<file path="src/rtl/div_pkg.sv">
// Shared definitions for the iterative divider: default width and FSM state encoding.
package div_pkg;

  localparam int DIV_WIDTH = 32;

  typedef enum logic [2:0] {
    IDLE = 3'd0,
    DZ   = 3'd1,
    CALC = 3'd2,
    FIX  = 3'd3,
    DONE = 3'd4
  } div_state_e;

endpackage

</file>
<file path="src/rtl/div_iter_if.sv">
// Execute-stage request/result bundle for the iterative divider.
interface div_iter_if
  import div_pkg::*;
#(
  parameter int WIDTH = DIV_WIDTH
);

  logic             start;
  logic             cancel;
  logic             signed_op;
  logic [WIDTH-1:0] dividend_i;
  logic [WIDTH-1:0] divisor_i;
  logic [WIDTH-1:0] quotient_o;
  logic [WIDTH-1:0] remainder_o;
  logic             busy_o;
  logic             done_o;

  modport master (
    output start, cancel, signed_op, dividend_i, divisor_i,
    input  quotient_o, remainder_o, busy_o, done_o
  );

  modport slave (
    input  start, cancel, signed_op, dividend_i, divisor_i,
    output quotient_o, remainder_o, busy_o, done_o
  );

endinterface

</file>
<file path="src/rtl/div_clz.sv">
// Combinational leading-zero count; an all-zero input reports WIDTH.
module div_clz
  import div_pkg::*;
#(
  parameter int WIDTH = DIV_WIDTH,
  parameter int CNT_W = $clog2(WIDTH) + 1
) (
  input  logic [WIDTH-1:0] value_i,
  output logic [CNT_W-1:0] count_o
);

  // Ascending scan: the last set bit visited is the most significant one.
  always_comb begin
    count_o = CNT_W'(WIDTH);
    for (int i = 0; i < WIDTH; i++) begin
      if (value_i[i]) count_o = CNT_W'(WIDTH - 1 - i);
    end
  end

endmodule

</file>
<file path="src/rtl/div_iter.sv">
// Iterative radix-2 restoring divider with signed/unsigned modes, divide-by-zero and cancel.
// Optional early termination on short dividends: define DIV_EARLY_TERM_EN.
module div_iter
  import div_pkg::*;
#(
  parameter int WIDTH = DIV_WIDTH
) (
  input  logic      clk,
  input  logic      rst,
  div_iter_if.slave bus
);

  localparam int CNT_W = $clog2(WIDTH) + 1;

  div_state_e       state_q, state_d;
  logic [CNT_W-1:0] cnt_q, cnt_d;
  logic [WIDTH-1:0] partRem_q, partRem_d;
  logic [WIDTH-1:0] quoShift_q, quoShift_d;
  logic [WIDTH-1:0] divMag_q, divMag_d;
  logic [WIDTH-1:0] quotRes_q, quotRes_d;
  logic [WIDTH-1:0] remRes_q, remRes_d;
  logic             negQuot_q, negQuot_d;
  logic             negRem_q, negRem_d;

  logic             dvdNeg, dvsNeg, accept;
  logic [WIDTH-1:0] dvdMag, dvsMag, loadQuo;
  logic [CNT_W-1:0] loadCnt;
  logic [WIDTH:0]   shiftRem, diffRem;

  assign dvdNeg = bus.signed_op & bus.dividend_i[WIDTH-1];
  assign dvsNeg = bus.signed_op & bus.divisor_i[WIDTH-1];
  assign dvdMag = dvdNeg ? -bus.dividend_i : bus.dividend_i;
  assign dvsMag = dvsNeg ? -bus.divisor_i : bus.divisor_i;
  assign accept = bus.start & ~bus.cancel;

`ifdef DIV_EARLY_TERM_EN
  logic [CNT_W-1:0] dvdClz;

  div_clz #(.WIDTH(WIDTH), .CNT_W(CNT_W)) uClz (
    .value_i (dvdMag),
    .count_o (dvdClz)
  );

  // Leading zeros are skipped; a zero dividend still runs one step.
  assign loadCnt = (dvdClz == CNT_W'(WIDTH)) ? CNT_W'(1) : CNT_W'(WIDTH) - dvdClz;
  assign loadQuo = dvdMag << dvdClz;
`else
  assign loadCnt = CNT_W'(WIDTH);
  assign loadQuo = dvdMag;
`endif

  assign shiftRem = {partRem_q, quoShift_q[WIDTH-1]};
  assign diffRem  = shiftRem - {1'b0, divMag_q};

  always_ff @(posedge clk or negedge rst) begin
    if (!rst) begin
      state_q    <= IDLE;
      cnt_q      <= '0;
      partRem_q  <= '0;
      quoShift_q <= '0;
      divMag_q   <= '0;
      quotRes_q  <= '0;
      remRes_q   <= '0;
      negQuot_q  <= 1'b0;
      negRem_q   <= 1'b0;
    end else begin
      state_q    <= state_d;
      cnt_q      <= cnt_d;
      partRem_q  <= partRem_d;
      quoShift_q <= quoShift_d;
      divMag_q   <= divMag_d;
      quotRes_q  <= quotRes_d;
      remRes_q   <= remRes_d;
      negQuot_q  <= negQuot_d;
      negRem_q   <= negRem_d;
    end
  end

  always_comb begin
    state_d    = state_q;
    cnt_d      = cnt_q;
    partRem_d  = partRem_q;
    quoShift_d = quoShift_q;
    divMag_d   = divMag_q;
    quotRes_d  = quotRes_q;
    remRes_d   = remRes_q;
    negQuot_d  = negQuot_q;
    negRem_d   = negRem_q;

    case (state_q)
      IDLE, DONE: begin
        state_d = IDLE;
        if (accept) begin
          negQuot_d = dvdNeg ^ dvsNeg;
          negRem_d  = dvdNeg;
          divMag_d  = dvsMag;
          // DZ reuses the partial-remainder register to carry the raw dividend.
          if (bus.divisor_i == '0) begin
            partRem_d = bus.dividend_i;
            state_d   = DZ;
          end else begin
            partRem_d  = '0;
            quoShift_d = loadQuo;
            cnt_d      = loadCnt;
            state_d    = CALC;
          end
        end
      end
      DZ: begin
        if (bus.cancel) begin
          state_d = IDLE;
        end else begin
          quotRes_d = '1;
          remRes_d  = partRem_q;
          state_d   = DONE;
        end
      end
      CALC: begin
        if (bus.cancel) begin
          state_d = IDLE;
        end else begin
          cnt_d = cnt_q - CNT_W'(1);
          if (!diffRem[WIDTH]) begin
            partRem_d  = diffRem[WIDTH-1:0];
            quoShift_d = {quoShift_q[WIDTH-2:0], 1'b1};
          end else begin
            partRem_d  = shiftRem[WIDTH-1:0];
            quoShift_d = {quoShift_q[WIDTH-2:0], 1'b0};
          end
          if (cnt_q == CNT_W'(1)) state_d = FIX;
        end
      end
      FIX: begin
        if (bus.cancel) begin
          state_d = IDLE;
        end else begin
          quotRes_d = negQuot_q ? -quoShift_q : quoShift_q;
          remRes_d  = negRem_q ? -partRem_q : partRem_q;
          state_d   = DONE;
        end
      end
      default: state_d = IDLE;
    endcase
  end

  assign bus.quotient_o  = quotRes_q;
  assign bus.remainder_o = remRes_q;
  assign bus.busy_o      = (state_q == DZ) || (state_q == CALC) || (state_q == FIX);
  assign bus.done_o      = (state_q == DONE);

endmodule

</file>
<file path="src/flat_wrapper.sv">
// flat-port wrapper written by rule: the top's interface ports become plain ports
module div_iter_flat import div_pkg::*;
#(
  parameter int WIDTH = DIV_WIDTH
)
  (clk, rst, bus_start, bus_cancel, bus_signed_op, bus_dividend_i, bus_divisor_i, bus_quotient_o, bus_remainder_o, bus_busy_o, bus_done_o);
  div_iter_if #(.WIDTH(WIDTH)) bus_i ();
  input  logic clk;
  input  logic rst;
  input wire logic [$bits(bus_i.start)-1:0] bus_start;
  input wire logic [$bits(bus_i.cancel)-1:0] bus_cancel;
  input wire logic [$bits(bus_i.signed_op)-1:0] bus_signed_op;
  input wire logic [$bits(bus_i.dividend_i)-1:0] bus_dividend_i;
  input wire logic [$bits(bus_i.divisor_i)-1:0] bus_divisor_i;
  output wire logic [$bits(bus_i.quotient_o)-1:0] bus_quotient_o;
  output wire logic [$bits(bus_i.remainder_o)-1:0] bus_remainder_o;
  output wire logic [$bits(bus_i.busy_o)-1:0] bus_busy_o;
  output wire logic [$bits(bus_i.done_o)-1:0] bus_done_o;
  assign bus_i.start = bus_start;
  assign bus_i.cancel = bus_cancel;
  assign bus_i.signed_op = bus_signed_op;
  assign bus_i.dividend_i = bus_dividend_i;
  assign bus_i.divisor_i = bus_divisor_i;
  assign bus_quotient_o = bus_i.quotient_o;
  assign bus_remainder_o = bus_i.remainder_o;
  assign bus_busy_o = bus_i.busy_o;
  assign bus_done_o = bus_i.done_o;
  div_iter #(.WIDTH(WIDTH)) u_core (.clk(clk), .rst(rst), .bus(bus_i));
endmodule
</file>
<file path="config.mk">
export PLATFORM = sky130hd
export DESIGN_NAME = div_iter_flat
export DESIGN_NICKNAME = d
export VERILOG_FILES = /design/src/rtl/div_pkg.sv /design/src/rtl/div_iter_if.sv /design/src/rtl/div_clz.sv /design/src/rtl/div_iter.sv /design/src/flat_wrapper.sv
export SDC_FILE = /design/constraint.sdc
export NUM_CORES = 1
export LEC_CHECK = 0
export ABC_AREA = 1
export CAP_MARGIN = 20
export CORE_UTILIZATION = 35
export CTS_CLUSTER_SIZE = 14
export DETAILED_ROUTE_END_ITERATION = 10
export PLACE_DENSITY_LB_ADDON = 0.12
export SETUP_SLACK_MARGIN = 0.15
export SKIP_LAST_GASP = 1
export SLEW_MARGIN = 20
export SYNTH_ARGS = -nofsm -noshare
export SYNTH_HDL_FRONTEND = slang
export SYNTH_SLANG_ARGS = --single-unit
</file>
<file path="constraint.sdc">
create_clock -name clk -period 2.4 [get_ports clk]
set_input_delay 0.24 -clock clk [delete_from_list [all_inputs] [get_ports clk]]
set_output_delay 0.24 -clock clk [all_outputs]
set_load 0.005 [all_outputs]
</file>
==> results of run 1 <==
[per-layer routing]
metal  vias up  share of wire, %  wire length [µm]  global-route usage (%)
li1       7371                 -                 -                       -
met1      6886                50             24100                    35.8
met2       402                44             21500                    37.5
met3        54               4.5              2170                    3.06
met4         0               1.8               859                    6.05
met5         -                 0                 0                       0
[cells in the mapped netlist, types with 3 or more instances]
library cell,instances
buf_2,17
nor3_1,30
o21bai_1,3
xnor2_1,3
nor4_1,5
o211ai_1,16
o22a_1,3
nand4_1,20
o21ai_2,5
nor3b_1,3
nor2_4,6
nand2_2,7
a21oi_1,97
buf_6,9
o31ai_1,12
nand2_1,627
clkbuf_1,35
a31oi_1,13
o22ai_1,12
inv_2,12
xor2_1,53
nor2_2,3
nor2_1,195
nand2_4,3
o21ai_1,21
nor3_2,4
or2_2,12
inv_1,348
nand3_1,179
ha_1,38
and2_1,3
o21a_1,13
nand3b_1,7
buf_4,3
dfrtp_1,171
o21ai_0,148
[area by class of cell]
| class | instances | area, µm² | share of cell area, % |
|---|---|---|---|
| Clock buffer | 21 | 460 | 2.55 |
| Tap cell | 518 | 648 | 3.59 |
| Clock inverter | 10 | 116 | 0.644 |
| Multi-Input combinational cell | 1565 | 8460 | 46.8 |
| Timing Repair Buffer | 287 | 2750 | 15.2 |
| Sequential cell | 171 | 4290 | 23.7 |
| Inverter | 360 | 1350 | 7.49 |
[stage by stage]
| stage | hold WS, ns | setup TNS (ns) | worst slack (ns) |
|---|---|---|---|
| after floorplan | -0.0556 | 0 | 0.165 |
| after global placement | 0.258 | -1.56 | -0.206 |
| after detailed placement | 0.263 | -2.62 | -0.220 |
| after CTS | 0.345 | 0 | 0.150 |
| after global routing | 0.371 | -0.258 | -0.0268 |
| final | 0.339 | 0 | 0.0635 |
[power by group]
group / total, mW / leakage, nW / internal (mW) / switching (mW)
logic: 14.2 / 6.47 / 6.15 / 8.09
clock network: 2.87 / 0.280 / 1.59 / 1.28
registers: 5.03 / 2.04 / 3.99 / 1.04
total: 22.1 / 8.80 / 11.7 / 10.4
[cell usage in the layout (no fill, tap or decap), drive strengths merged, types with 3 or more instances in the layout]
master	count
inv	362
o211ai	17
nor4	5
buf	148
clkbuf	26
xor2	53
nor2	204
nand2	637
o22ai	14
nor3	35
nor3b	3
o31ai	12
nand3	183
a21oi	100
o21ai	174
o21a	13
o22a	3
nand3b	7
or2	15
and2	3
nand4	22
clkdlybuf4s50	133
ha	38
o21bai	3
clkinv	4
a31oi	13
dfrtp	171
xnor2	3
[registers in the layout (all words and copies together) (netlist names)]
| signal | flops |
|---|---|
| u_core.quoShift_q | 32 |
| u_core.bus.remainder_o | 32 |
| u_core.divMag_q | 32 |
| u_core.negRem_q | 1 |
| u_core.cnt_q | 6 |
| u_core.bus.quotient_o | 32 |
| u_core.state_q | 3 |
| u_core.negQuot_q | 1 |
| u_core.partRem_q | 32 |
[logic make-up after synthesis]
family | after synthesis | synth area share, %
AOI/OAI and AO/OA | 354 | 14.6
xor gates and xnor gates | 56 | 3.56
adders and majority gates | 39 | 3.60
buffers and inverters | 428 | 12.4
DFF | 171 | 31.1
and+or+nand+nor | 1116 | 34.8
[how the worst max path moves through the flow]
stage | endpoint | startpoint | slack, ns | depth (start not counted)
floorplan | u_core.partRem_q[3]$_DFFE_PN0P_ | u_core.quoShift_q[31]$_DFFE_PN0P_ | 0.16 | 18
global placement | u_core.partRem_q[9]$_DFFE_PN0P_ | bus_cancel | -0.21 | 8
detailed placement | u_core.partRem_q[9]$_DFFE_PN0P_ | bus_cancel | -0.22 | 8
CTS | u_core.partRem_q[21]$_DFFE_PN0P_ | u_core.divMag_q[23]$_DFFE_PN0P_ | 0.15 | 15
global route | u_core.partRem_q[25]$_DFFE_PN0P_ | u_core.quoShift_q[31]$_DFFE_PN0P_ | -0.03 | 18
finish | u_core.partRem_q[8]$_DFFE_PN0P_ | u_core.quoShift_q[31]$_DFFE_PN0P_ | 0.06 | 18
[repair_timing]
item	4_1_cts	5_1_grt
resized for setup	28	128
endpoints found under the hold margin	54	0
setup endpoints to repair	33	64
gates cloned	0	5
buffers inserted	3	10
pin swaps	2	30
hold buffers	1	0
==> summary.md, run 1 <==
| Metric | Value |
|---|---|
| Core Util, Final | 46.7% |
| Register area share after synthesis | between 30% and 40% |
| Final instance area | 18100 µm² |
| Post-route antenna net violation count | 0 |
| Critical Path AT | roughly 2.7 ns |
| Crit-path max FO | 8 |
| CP dominant cell by count | nand2_2 |
| Endpoints failing setup | 0 |
| Pwr/cell area | 1220 nW/µm² |
| IO buf count | between 100 and 150 |
| Final clock skew | 0.0182 ns |
| Tcrit/Tclk final | 97.4% |
| Reported max-cap violation count | 0 |
| Worst slew pin tran | 0.814 ns |
| Final Total Pwr | 22.1 mW |
| Clock sinks | 171 |
| Clk buf depth | 2 |
| Mapped Area | 13800 µm² |
| WL final | slightly below 50 mm |
| Core ar. | around 39000 µm² |
| Min-Delay Path Class | input pin to asynchronous set/reset pin |
| CTS clk-pin slew, worst paths | 0.07 ns |
| Async set-or-reset flop fraction in the synthesized netlist | 100% |
| CP Capture Type | flop |
| Post-DP HPWL | 38.5 mm |
| Leakage power | between 8 and 9 nW |
| Kind of critical path | flop to flop |
| CP delay by family, top | simple AND/OR/NAND/NOR gates |
| Outcome | finished, final reports clean |
| Global-route wire length before repair | 77.0 mm |
| IO Count | 135 |
| FMAX | 428 MHz |
| P&R area growth vs syn | 31.2% |
| Syn Area/Cell | 6.36 µm² |
| Slew headroom | 45.7% |
| Critical path startpoint category | flop |
| Pre-Repair DR Iteration Count | 6 |
| DIE HEIGHT | 200 µm |
| R2R Path Start | u_core.quoShift_q[31]$_DFFE_PN0P_ |
| Slew Viols, Final | 0 |
| R2R Path End | u_core.partRem_q[8]$_DFFE_PN0P_ |
| RSZ-0062 raised after global routing | yes |
| Post-synthesis cell count | between 2000 and 2500 |
| Worst Path Required | about 2.7 ns |
| GRT overflow | 0 |
| Via/cell ratio | between 5 and 6 |
| Yosys cell types | 55 |
| Share of Yosys cell area claimed by the top area cell type | between 30% and 40% |
| Bufs and invs on worst path | 3 |
| Flops & latches, synth | around 170 |
| Clock Latency Late Sink | 0.46 ns |
| DRC Markers | 0 |
| Reg-to-reg slack, setup | 0.06 ns |
| Top area cells in the synthesized netlist | dfrtp_1, nand2_1, inv_1 |
| CTS tree | yes |
| Layout cells sized above 1 | 15.7% |
| Ys flop type | dfrtp_1 |
| Tmin final | approximately 2.3 ns |
| Vias | 14700 |
| Pin count of the biggest net entering global routing | 59 |
| Worst VDD drop | 0.000459 V |
| Number of global-route vias before repair | between 10000 and 15000 |
| Crit-path max cell delay | 0.37 ns |
| H-tree levels | 4 |
| First-iteration detailed-routing DRC count | 1189 |
| Num CTS Buffers | 17 |
| Post-DP Area | 16600 µm² |
| Critical-path top delay cell | dfrtp_1 |
| Tot GR Track Use | 24.3% |
| Final hold vios | 0 |
| Yosys Warn Count | 0 |
| CTS Root Buffer Type | clkbuf_16 |
| Post-placement cell count | 2882 |
| Die ar. | approximately 40000 µm² |
| Number of synthesized flops with an enable pin | 0 |
| Cell taking the most area after synthesis | dfrtp_1 |
| Syn Nets | 2272 |
| Initial core utilization | 35.6% |
| ANT cells | 0 |
| Reg2Reg Depth | 18 |
| Routability Congestion | around 0.91 |
| Wire per inst | around 17 µm |
| Row Count | 72 |
| FILL cells | 4085 |
| Die width | 200 µm |
| Finished Layout Cells | 2932 |
| CP Cell Sequence | inv_2 > ha_4 > fa_2 > inv_2 > nand3_2 > nand2_2 > nand2_2 > nand2_2 > nand2_2 > nand2_2 > nand2_4 > nand2_4 > nand2_8 > nand2_8 > clkbuf_16 > nand2_1 > nand3_1 > a21oi_1 |
| Antenna violations before repair | 0 |
| Final-stage net count | roughly 2500 |
Power figures use the tool's default switching activity.
==> inputs of run 2 (changes only) <==
--- a/config.mk
+++ b/config.mk
@@ -10,6 +10,7 @@
 export CORE_UTILIZATION = 35
 export CTS_CLUSTER_SIZE = 14
 export DETAILED_ROUTE_END_ITERATION = 10
+export HOLD_SLACK_MARGIN = 0.05
 export PLACE_DENSITY_LB_ADDON = 0.12
 export SETUP_SLACK_MARGIN = 0.15
 export SKIP_LAST_GASP = 1
==> results of run 2 <==
Same layout as run 1: the final DEF is identical, and so are final timing and power.
==> inputs of run 3 (changes only) <==
--- a/config.mk
+++ b/config.mk
@@ -5,12 +5,11 @@
 export SDC_FILE = /design/constraint.sdc
 export NUM_CORES = 1
 export LEC_CHECK = 0
-export ABC_AREA = 1
 export CAP_MARGIN = 20
-export CORE_UTILIZATION = 35
+export CORE_UTILIZATION = 45
 export CTS_CLUSTER_SIZE = 14
 export DETAILED_ROUTE_END_ITERATION = 10
-export HOLD_SLACK_MARGIN = 0.05
+export HOLD_SLACK_MARGIN = 0.02
 export PLACE_DENSITY_LB_ADDON = 0.12
 export SETUP_SLACK_MARGIN = 0.15
 export SKIP_LAST_GASP = 1
==> run 3 against run 2 <==
The run now ends with setup timing left. Worst setup slack lost 0.83 ns. Clock skew shrank 0.0022 ns. Area after synthesis shrank 14%. Highest routed layer unchanged. Worst hold slack lost 0.16 ns. Largest power group unchanged. Clock power shrank 3%. Global-route usage grew 3.6 points. Fmax shrank 26%. Register-to-register slack lost 0.83 ns. Sequential share of layout area grew 0.48 points. Total power shrank 8.4%.
==> summary.md, run 3 <==
| Metric | Value |
|---|---|
| Outcome | complete, but fails checks |
| Failing checks | setup timing |
| Leakage power | 7.64 nW (-13%) |
| Kind of critical path | flop to flop |
| GRT overflow | 0 (unchanged) |
| Pin count of the biggest net entering global routing | 68 (+15%) |
| Final hold vios | 0 (unchanged) |
| Final WS setup | -0.767 ns (-0.830 ns) |
| Wire per inst | 17.2 µm (+3.5%) |
| Core ar. | 25500 µm² (-34%) |
| Ys flop type | dfrtp_1 |
| Slew Viols, Final | 0 (unchanged) |
| Flops & latches, synth | 171 (unchanged) |
| Vias | 11800 (-20%) |
| Reg-to-reg slack, setup | -0.77 ns (-0.83 ns) |
| Routability Congestion | 0.874 (-3.6%) |
| Initial core utilization | 46.4% (+11 points) |
| Critical-path top delay cell | dfrtp_2 |
| First-iteration detailed-routing DRC count | 732 (-38%) |
| Reg2Reg Depth | 12 (-6) |
| Most common cell after layout, fill and taps aside | buf_4 |
| Top-count cell post-synth | dfrtp_1 |
| Min-Delay Path Class | input pin to flop |
| Syn Area/Cell | 8.31 µm² (+31%) |
| Tot GR Track Use | 28.0% (+3.6 points) |
| Post-synthesis cell count | 1421 (-34%) |
| Pre-Repair DR Iteration Count | 5 (-1) |
| Bufs and invs on worst path | 1 (-2) |
| Die width | 164 µm (-18%) |
| Reported max-cap violation count | 0 (unchanged) |
| Layout cells sized above 1 | 30.5% (+15 points) |
| Pwr/cell area | 1150 nW/µm² (-6.4%) |
| IO Count | 135 (unchanged) |
| CTS tree | yes |
| FMAX | 316 MHz (-26%) |
| IO buf count | 134 (unchanged) |
| P&R area growth vs syn | 49.7% |
| Clock Latency Late Sink | 0.44 ns (-0.02 ns) |
| Final clock skew | 0.0160 ns (-0.00218 ns) |
| CTS clk-pin slew, worst paths | 0.07 ns (about the same) |
| Post-synth top cells | dfrtp_1, nand2_1, o21ai_0 |
| Cell taking the most area after synthesis | dfrtp_1 |
| CP Depth | 12 (-6) |
| Clk buf depth | 2 (unchanged) |
| Die ar. | 26900 µm² (-33%) |
| DRC Markers | 0 (unchanged) |
| Register area share after synthesis | 36.2% (+5.1 points) |
| Critical Path AT | 3.48 ns (+0.80 ns) |
| Yosys Warn Count | 0 (unchanged) |
| Number of global-route vias before repair | 11300 (-19%) |
| Post-DP HPWL | 27.5 mm (-29%) |
| Tcrit/Tclk final | 132% (+35 points) |
| Syn Nets | 1529 (-33%) |
| Mapped Area | 11800 µm² (-14%) |
| Most frequent cells in the layout | buf_4, dfrtp_1, a21oi_1, nand2_1, clkdlybuf4s50_1 |
| Critical path startpoint category | flop |
| Final-stage net count | 1933 (-23%) |
| Core Util, Final | 69.5% (+23 points) |
| CP Cell Sequence | ha_4 > fa_2 > nand2b_4 > a21oi_4 > o211ai_1 > a31oi_4 > a41oi_2 > a311oi_4 > buf_4 > mux2_4 > a221oi_4 > nor2_1 |
| Slew headroom | 56.0% (+10 points) |
| CP endpoint | u_core.partRem_q[12]$_DFFE_PN0P_ |
| Yosys cell types | 71 (+29%) |
| Worst Path Required | 2.72 ns (-0.02 ns) |
| Endpoints failing setup | 96 (+96) |
| WL final | 37.2 mm (-23%) |
| Clock sinks | 171 (unchanged) |
| Row Count | 58 (-19%) |
| Global-route wire length before repair | 58.6 mm (-24%) |
| Number of synthesized flops with an enable pin | 0 (unchanged) |
| CP delay by family, top | compound AO/OA/AOI/OAI gates |
| Setup TNS | -32.29 ns (-32.29 ns) |
| Async set-or-reset flop fraction in the synthesized netlist | 100% (unchanged) |
| Num CTS Buffers | 17 (unchanged) |
| Crit-path max FO | 3 (-5) |
| CP Capture Type | flop |
| Hold depth | 4 |
| Worst slew pin tran | 0.658 ns (-0.156 ns) |
| Worst VDD drop | 0.000529 V (+15%) |
| Tmin final | 3.17 ns (+0.830 ns) |
| ANT cells | 0 (unchanged) |
| CP Launch Point | u_core.divMag_q[0]$_DFFE_PN0P_ |
| Top area cells in the synthesized netlist | dfrtp_1, o21ai_0, a21oi_1 |
| R2R Path Start | u_core.divMag_q[0]$_DFFE_PN0P_ |
| RSZ-0062 raised after global routing | yes |
| CTS Root Buffer Type | clkbuf_16 |
| R2R Path End | u_core.partRem_q[12]$_DFFE_PN0P_ |
| DIE HEIGHT | 164 µm (-18%) |
| Post-route antenna net violation count | 0 (unchanged) |
| H-tree levels | 4 (unchanged) |
| Antenna violations before repair | 0 (unchanged) |
| Share of Yosys cell area claimed by the top area cell type | 36.2% (+5.1 points) |
| Crit-path max cell delay | 0.46 ns (+0.09 ns) |
| Via/cell ratio | 5.46 (+8.8%) |
-- run 3: worst register-to-register path, stage by stage, from the launching register on --
cell and delay [ns]:
dfrtp_2 0.46, ha_4 0.19, fa_2 0.34, nand2b_4 0.16
a21oi_4 0.17, o211ai_1 0.21, a31oi_4 0.21, a41oi_2 0.16
a311oi_4 0.34, buf_4 0.18, mux2_4 0.32, a221oi_4 0.24
nor2_1 0.07
-- run 3: through the flow --
stage	hold WS [ns]	power (mW)	cells	area, µm²	setup slack [ns]
after global placement	0.203	15.7	2086	15700	-0.875
after global routing	0.225	21.6	2168	17700	-0.874
after floorplan	-0.0556	10.9	1421	12100	-0.426
after detailed placement	0.204	15.9	2086	15700	-0.930
final	0.183	20.3	2168	17700	-0.767
after CTS	0.214	19.7	2154	17100	-0.827
-- run 3: kinds of logic (layout without fill, tap and decap cells) --
family / count (synthesis) / in the layout / synth area share, %
AND/OR/NAND/NOR: 431 / 432 / 17.0
buffers and inverters: 141 / 557 / 5.20
flip-flops: 171 / 171 / 36.2
XOR/XNOR: 142 / 142 / 10.5
AO/OA/AOI/OAI: 468 / 468 / 24.4
multiplexers: 29 / 29 / 2.47
adder cells (fa/ha/maj): 39 / 39 / 4.19
-- run 3: power breakdown --
group          switching (mW)  internal (mW)  total (mW)
Clock                    1.39           1.39        2.79
Sequential              0.905           3.74        4.65
Combinational            6.13           6.71        12.8
-- run 3: what timing repair did --
action / in CTS / in global routing
hold buffers: 1 / 0
setup endpoints to repair: 109 / 111
pin swaps: 61 / 52
gates resized for setup: 166 / 109
cloned: 5 / 1
buffers inserted: 30 / 13
endpoints found under the hold margin: 45 / 0
-- run 3: worst min path at each step --
stage | startpoint | to | slack, ns
CTS | bus_divisor_i[15] | u_core.divMag_q[15]$_DFFE_PN0P_ | 0.21
global placement | rst | u_core.bus.quotient_o[8]$_DFFE_PN0P_ | 0.20
global route | bus_divisor_i[9] | u_core.divMag_q[9]$_DFFE_PN0P_ | 0.22
finish | bus_divisor_i[9] | u_core.divMag_q[9]$_DFFE_PN0P_ | 0.18
detailed placement | rst | u_core.bus.quotient_o[8]$_DFFE_PN0P_ | 0.20
floorplan | rst | u_core.bus.quotient_o[0]$_DFFE_PN0P_ | -0.06
-- run 3: layout make-up --
| cell class | count | area (µm²) |
|---|---|---|
| multi-input cells | 1110 | 7960 |
| clock inverters | 14 | 146 |
| well taps | 330 | 413 |
| inverters | 55 | 206 |
| fillers | 2044 | 7780 |
| flip-flops and latches | 171 | 4280 |
| repair buffers | 470 | 4260 |
| clock buffers | 18 | 429 |
-- run 3: layer usage --
layer / GRT usage (%) / vias up / part of all wire [%]
met1: 37.7 / 5590 / 46
met4: 8.84 / 0 / 2.6
met5: 0 / - / 0
met2: 46.5 / 311 / 48
met3: 3.56 / 61 / 4.0
li1: - / 5878 / -
